$ cat src/rtl/prog_loader_pkg.sv
// Shared types and widths for the program loader: FSM states and the
// field widths of the byte-stream header, instruction words and PC.
package prog_loader_pkg;

   localparam int MAX_WORDS_DEF = 256;
   localparam int HDR_W         = 16;
   localparam int WORD_W        = 32;
   localparam int ADDR_W        = 64;

   typedef enum logic [2:0] {
      S_HDR0,
      S_HDR1,
      S_LOAD,
      S_WRITE,
      S_CHK,
      S_DONE,
      S_ERR
   } state_t;

endpackage

$ cat src/rtl/prog_loader_word_packer.sv
// Collects four bytes LSB-first into one instruction word. full is raised
// combinationally alongside the 4th byte so the owner can leave LOAD on
// that same edge; the packed word then stays stable until the next shift.
module word_packer
   import prog_loader_pkg::*;
(
   input  logic              clk,
   input  logic              reset,
   input  logic              clear,
   input  logic              shift,
   input  logic [7:0]        byte_in,
   output logic [WORD_W-1:0] word,
   output logic              full
);

   logic [1:0] byte_cnt;

   assign full = shift && (byte_cnt == 2'd3);

   // Byte counter and shift register; new bytes enter at the top so the
   // first byte ends up in word[7:0].
   always_ff @(posedge clk or posedge reset) begin
      if (reset) begin
         // NOTE: sequential state uses non-blocking assignments only, so every
         // register samples pre-edge values regardless of process ordering.
         byte_cnt <= 2'd0;
         word     <= '0;
      end else if (clear) begin
         byte_cnt <= 2'd0;
      end else if (shift) begin
         byte_cnt <= byte_cnt + 2'd1;
         word     <= {byte_in, word[WORD_W-1:8]};
      end
   end

endmodule

$ cat src/rtl/prog_loader.sv
// Boot-time program loader: parses a byte stream (16-bit LE word count,
// LE 32-bit words, XOR checksum byte), writes the words into instruction
// memory and releases the core from reset only on a clean checksum.
module prog_loader
   import prog_loader_pkg::*;
#(
   parameter int MAX_WORDS = MAX_WORDS_DEF
) (
   input  logic              clk,
   input  logic              reset,
   input  logic              in_valid,
   input  logic [7:0]        in_data,
   output logic              in_ready,
   output logic              imem_we,
   output logic [ADDR_W-1:0] imem_addr,
   output logic [WORD_W-1:0] imem_wdata,
   output logic              core_reset,
   output logic              done,
   output logic              error
);

   state_t            state;
   state_t            state_next;
   logic [HDR_W-1:0]  n_count;
   logic [HDR_W-1:0]  word_idx;
   logic [HDR_W-1:0]  word_idx_inc;
   logic [HDR_W-1:0]  n_hdr;
   logic [7:0]        checksum;
   logic [WORD_W-1:0] packed_word;
   logic              accept;
   logic              load_byte;
   logic              word_full;

   assign accept       = in_valid && in_ready;
   assign load_byte    = accept && (state == S_LOAD);
   assign word_idx_inc = word_idx + 16'd1;
   // Full count as it stands once the high header byte is taken.
   assign n_hdr        = {in_data, n_count[7:0]};

   word_packer u_packer (
      .clk     (clk),
      .reset   (reset),
      .clear   (state == S_WRITE),
      .shift   (load_byte),
      .byte_in (in_data),
      .word    (packed_word),
      .full    (word_full)
   );

   // State register.
   always_ff @(posedge clk or posedge reset) begin
      if (reset) state <= S_HDR0;
      else       state <= state_next;
   end

   // Next-state decode; DONE and ERR are sticky until reset.
   always_comb begin
      // NOTE: every combinational output gets a default first, so no path
      // through the case leaves it unassigned and no latch is inferred.
      state_next = state;
      case (state)
         S_HDR0:  if (accept) state_next = S_HDR1;
         S_HDR1:  if (accept) begin
                     if ({16'd0, n_hdr} > 32'(MAX_WORDS)) state_next = S_ERR;
                     else if (n_hdr == '0)                state_next = S_CHK;
                     else                                 state_next = S_LOAD;
                  end
         S_LOAD:  if (word_full) state_next = S_WRITE;
         S_WRITE: state_next = (word_idx_inc == n_count) ? S_CHK : S_LOAD;
         S_CHK:   if (accept) state_next = (in_data == checksum) ? S_DONE : S_ERR;
         S_DONE:  state_next = S_DONE;
         S_ERR:   state_next = S_ERR;
         default: state_next = S_ERR;
      endcase
   end

   // Output decode from the current state only.
   always_comb begin
      in_ready   = 1'b0;
      imem_we    = 1'b0;
      imem_addr  = '0;
      imem_wdata = '0;
      core_reset = 1'b1;
      done       = 1'b0;
      error      = 1'b0;
      case (state)
         S_HDR0, S_HDR1, S_LOAD, S_CHK: in_ready = 1'b1;
         S_WRITE: begin
            imem_we    = 1'b1;
            imem_addr  = {{(ADDR_W-HDR_W-2){1'b0}}, word_idx, 2'b00};
            imem_wdata = packed_word;
         end
         S_DONE: begin
            core_reset = 1'b0;
            done       = 1'b1;
         end
         S_ERR:   error = 1'b1;
         default: ;
      endcase
   end

   // Header count, word index and running checksum over word bytes only.
   always_ff @(posedge clk or posedge reset) begin
      if (reset) begin
         n_count  <= '0;
         word_idx <= '0;
         checksum <= '0;
      end else begin
         if (accept && state == S_HDR0) n_count[7:0]  <= in_data;
         if (accept && state == S_HDR1) n_count[15:8] <= in_data;
         if (load_byte)                 checksum      <= checksum ^ in_data;
         if (state == S_WRITE)          word_idx      <= word_idx_inc;
      end
   end

endmodule

$ cat config.mk
export PLATFORM = sky130hd
export DESIGN_NAME = prog_loader
export DESIGN_NICKNAME = d
export VERILOG_FILES = /design/src/rtl/prog_loader_pkg.sv /design/src/rtl/prog_loader_word_packer.sv /design/src/rtl/prog_loader.sv
export SDC_FILE = /design/constraint.sdc
export NUM_CORES = 1
export LEC_CHECK = 0
export BUFFER_PORTS_ARGS = -buffer_cell sky130_fd_sc_hd__clkbuf_2
export CAP_MARGIN = 20
export CORE_MARGIN = 3
export CORE_UTILIZATION = 40
export DETAILED_ROUTE_END_ITERATION = 6
export MAX_ROUTING_LAYER = met4
export SYNTH_ARGS = -nofsm -noshare
export SYNTH_HDL_FRONTEND = slang
export SYNTH_SLANG_ARGS = --single-unit
$ cat constraint.sdc
create_clock -name clk -period 5.5 [get_ports clk]
set_input_delay 1.1 -clock clk [delete_from_list [all_inputs] [get_ports clk]]
set_output_delay 1.1 -clock clk [all_outputs]
set_load 0.05 [all_outputs]
==> flow_summary.yaml <==
critical_path:
  worstPathArrival_ns: 2.47
  cp-end-kind: "output port"
  worstReg2RegStart: "state[0]"
  worstPathRequired_ns: 4.40
  reg2reg_setup_slack_ns: 2.93
  critical_path.reg2reg.endpoint: "word_idx[13]"
  criticalPathCategory: "reg -> out"
  path_max_fanout: 23
  worstSetupStartpointType: "flop"
  reg2regPathDepth: 6
global_routing:
  grt_use_total_pct: 16.6
  grt_pass1_vias: 3181
  largest_net_degree_at_the_start_of_global_routing: 59
  first_pass_grt_wire_length_mm: 16.4
  antenna_found_initial: 0
  gr-total-overflow: 0
pwr:
  switching_power_uw: 958
  clkPwrFrac_pct: 27.2
  leakagePower_uw: 0.00268
  p_int_uw: 1520
  switching_share_pct: 38.7
  seqPwrFrac_pct: 39.6
  pwr_density_cell_mw_per_mm2: 494
  irDropWorstVdd_uv: 217
  power.share.combinational_pct: 33.2
sta:
  finalHoldViolations: 0
  finalCriticalPeriod_ns: 3.57
  final_count_of_negative_setup_slack_endpoints: 0
  fin_worst_skew_ns: 0.00660
  unrepaired_setup_endpoints_after_global_routing: "no"
  max_slew.worst_pin.slew_ns: 0.801
  setup-tns-final_ns: 0
  hold_ws_ns: 0.470
  timing_max_transition_violations_final: 0
  fin_ws_ns: 1.93
  finalCritPeriodShare_pct: 64.9
  slew-limit-headroom_pct: 46.3
  maxClockFrequency_mhz: 280
drt:
  routed-wl-met2_mm: 4.59
  drt_iter0_markers: 202
  antenna_violating_nets_post_route: 0
  detailroute.via_count: 3396
  met3RoutedLength_um: 496
  post_drt_wl_per_cell_um: 14.8
  drc_errors: 0
  via_per_inst: 5.00
  m1WireLength_mm: 4.83
  firstDrtPassIters: 4
  highest-signal-layer: "met4"
  wl_final_mm: 10.0
run:
  max_cap_viol_count: 0
die:
  std_cell_rows: 38
  placeableCoreArea_mm2: 0.0109
  die_y_um: 112
  die_area_mm2: 0.0126
  fp.dieW_um: 112
  count_of_pins_on_the_block_boundary: 112
  floorplan.initialDensity_pct: 41.1
worst_hold_path:
  hold_path.startpoint: "u_packer.word[2]"
  hold_wc_path_type: "reg -> reg"
  holdPathEnd: "u_packer.word[2]"
  whs_path_depth: 2
clock_network:
  worstSkewPairLatency_ns: 0.33
  clk_path_buf_depth: 2
  root_buffer: "sky130_fd_sc_hd__clkbuf_16"
  cts_hold_buffers: 0
  cts_setup_buffers: 0
  cts.htree.levels: 3
  numCtsBuffers: 9
  cts.sinks: 77
  ctsResizeCount: 0
  cts_tree: "built"
  clkTransAtPathRegs_ns: 0.06
final_layout:
  drive_above_1_share_pct: 21.0
  finish.cell_count_without_fillers: 679
  antenna_cells: 0
  fin_util_pct: 45.8
  syn2layout_area_growth_pct: 11.3
  finalNetCount: 547
place:
  dpl_worst_slack_ns: 2.27
  port_buffers: 63
  place_congestion: 0.820
  dp_hpwl_mm: 7.19
  place.detailed.instances: 663
logic_synthesis:
  post_synthesis_instance_area_mm2: 0.00450
  synth.top_cells.by_count: "115 x sky130_fd_sc_hd__nand2_1, 77 x sky130_fd_sc_hd__dfrtp_1, 52 x sky130_fd_sc_hd__buf_4"
  post_synth_inst_count: 486
  yosys_warnings: 0
  postSynth.asyncResetShare_pct: 100
  synth-seq-area-share_pct: 42.8
  synth_most_common_cell: "sky130_fd_sc_hd__nand2_1"
  ys_top_cells_by_area: "sky130_fd_sc_hd__dfrtp_1 43%, sky130_fd_sc_hd__nand2_1 9.6%, sky130_fd_sc_hd__buf_4 8.7%, sky130_fd_sc_hd__and3_1 7.0%, sky130_fd_sc_hd__xnor2_1 5.6%"
  post-synth-top-area-cell: "sky130_fd_sc_hd__dfrtp_1"
  yosysUniqueCellTypes: 55
  avgSynthCellArea_um2: 9.26
  ys_seq_elements: 77
  synthDominantCellAreaShare_pct: 42.8
  synth_edf_count: 0
  synthFlopType: "sky130_fd_sc_hd__dfrtp_1"
outcome:
  status: "finished, final reports clean"
==> kinds of logic (layout without fill, tap and decap cells) <==
group                      count (synthesis)  in the layout  synth area share (%)
other                                      1             48                0.0833
adders and majority gates                  2              2                 0.556
xor gates and xnor gates                  48             48                  9.34
DFF                                       77             77                  42.8
muxes                                     16             16                  4.00
AOI/OAI and AO/OA                         26             26                  4.23
buffers and inverters                     83             89                  12.4
and+or+nand+nor                          233            233                  26.6
==> sequential cells by signal, summed over array words and instances, names as in the netlist <==
| name | flops |
|---|---|
| u_packer.word | 32 |
| n_count | 16 |
| checksum | 8 |
| word_idx | 16 |
| state | 3 |
| u_packer.byte_cnt | 2 |
==> layer usage <==
| metal | track usage (%) | vias up |
|---|---|---|
| li1 | - | 1630 |
| met1 | 23.1 | 1646 |
| met2 | 25.0 | 111 |
| met3 | 2.91 | 9 |
| met4 | 4.97 | 0 |
| met5 | - | - |
==> area by class of cell <==
cell class | count | area (µm²)
inverter | 5 | 18.8
timing repair buffer | 68 | 353
sequential | 77 | 1930
multi-input combinational | 373 | 2190
clock buffer | 11 | 233
fill | 1083 | 5930
clock inverter | 5 | 108
tap | 140 | 175
==> stage by stage <==
stage          total power (µW)  instance area, µm²
2_1_floorplan              1640                4680
3_3_place_gp               1780                4670
3_5_place_dp               1810                4670
4_1_cts                    2490                5010
5_1_grt                    2640                5010
6_report                   2470                5010
==> cell usage in the layout, fill, tap and decap left out, types with 2 or more instances in the layout <==
cell type,n
sky130_fd_sc_hd__buf_4,5
sky130_fd_sc_hd__clkbuf_2,63
sky130_fd_sc_hd__nor4_1,7
sky130_fd_sc_hd__nand4_1,3
sky130_fd_sc_hd__o21ai_0,4
sky130_fd_sc_hd__nor2_1,9
sky130_fd_sc_hd__and4_1,2
sky130_fd_sc_hd__clkbuf_1,2
sky130_fd_sc_hd__and4_2,2
sky130_fd_sc_hd__dfrtp_1,77
sky130_fd_sc_hd__nand2b_1,6
sky130_fd_sc_hd__or2_2,2
sky130_fd_sc_hd__o211ai_1,2
sky130_fd_sc_hd__mux2_2,16
sky130_fd_sc_hd__and3_1,50
sky130_fd_sc_hd__clkbuf_16,9
sky130_fd_sc_hd__conb_1,48
sky130_fd_sc_hd__and2_1,2
sky130_fd_sc_hd__nand2_1,115
sky130_fd_sc_hd__a311oi_1,2
sky130_fd_sc_hd__and3_2,3
sky130_fd_sc_hd__nand3_1,16
sky130_fd_sc_hd__inv_1,4
sky130_fd_sc_hd__xor2_1,19
sky130_fd_sc_hd__nor3_1,3
sky130_fd_sc_hd__a21oi_1,4
sky130_fd_sc_hd__nand3b_1,2
sky130_fd_sc_hd__bufinv_16,3
sky130_fd_sc_hd__ha_1,2
sky130_fd_sc_hd__xnor2_1,29
==> worst max-delay path, stage by stage (launching register included) <==
cell	delay, ns
sky130_fd_sc_hd__dfrtp_1	0.49
sky130_fd_sc_hd__nor2b_2	0.73
sky130_fd_sc_hd__nand2_1	0.40
sky130_fd_sc_hd__inv_1	0.21
sky130_fd_sc_hd__clkbuf_2	0.30
==> worst max path at each step <==
stage               depth (start not counted)  slack, ns     endpoint      from
floorplan                                   1       2.43  checksum[0]     reset
global placement                            4       2.42      imem_we  state[0]
detailed placement                          4       2.27      imem_we  state[0]
CTS                                         4       1.92      imem_we  state[0]
global route                                4       1.70      imem_we  state[0]
finish                                      4       1.93      imem_we  state[0]
==> power by group through the flow <==
stage | sequential [µW] | combinational (µW) | clock [µW]
2_1_floorplan | 902 | 738 | 0
3_3_place_gp | 985 | 794 | 0
3_5_place_dp | 988 | 822 | 0
4_1_cts | 980 | 828 | 687
5_1_grt | 1010 | 918 | 710
6_report | 980 | 820 | 674
No activity file was read; power rests on OpenSTA's default activity.
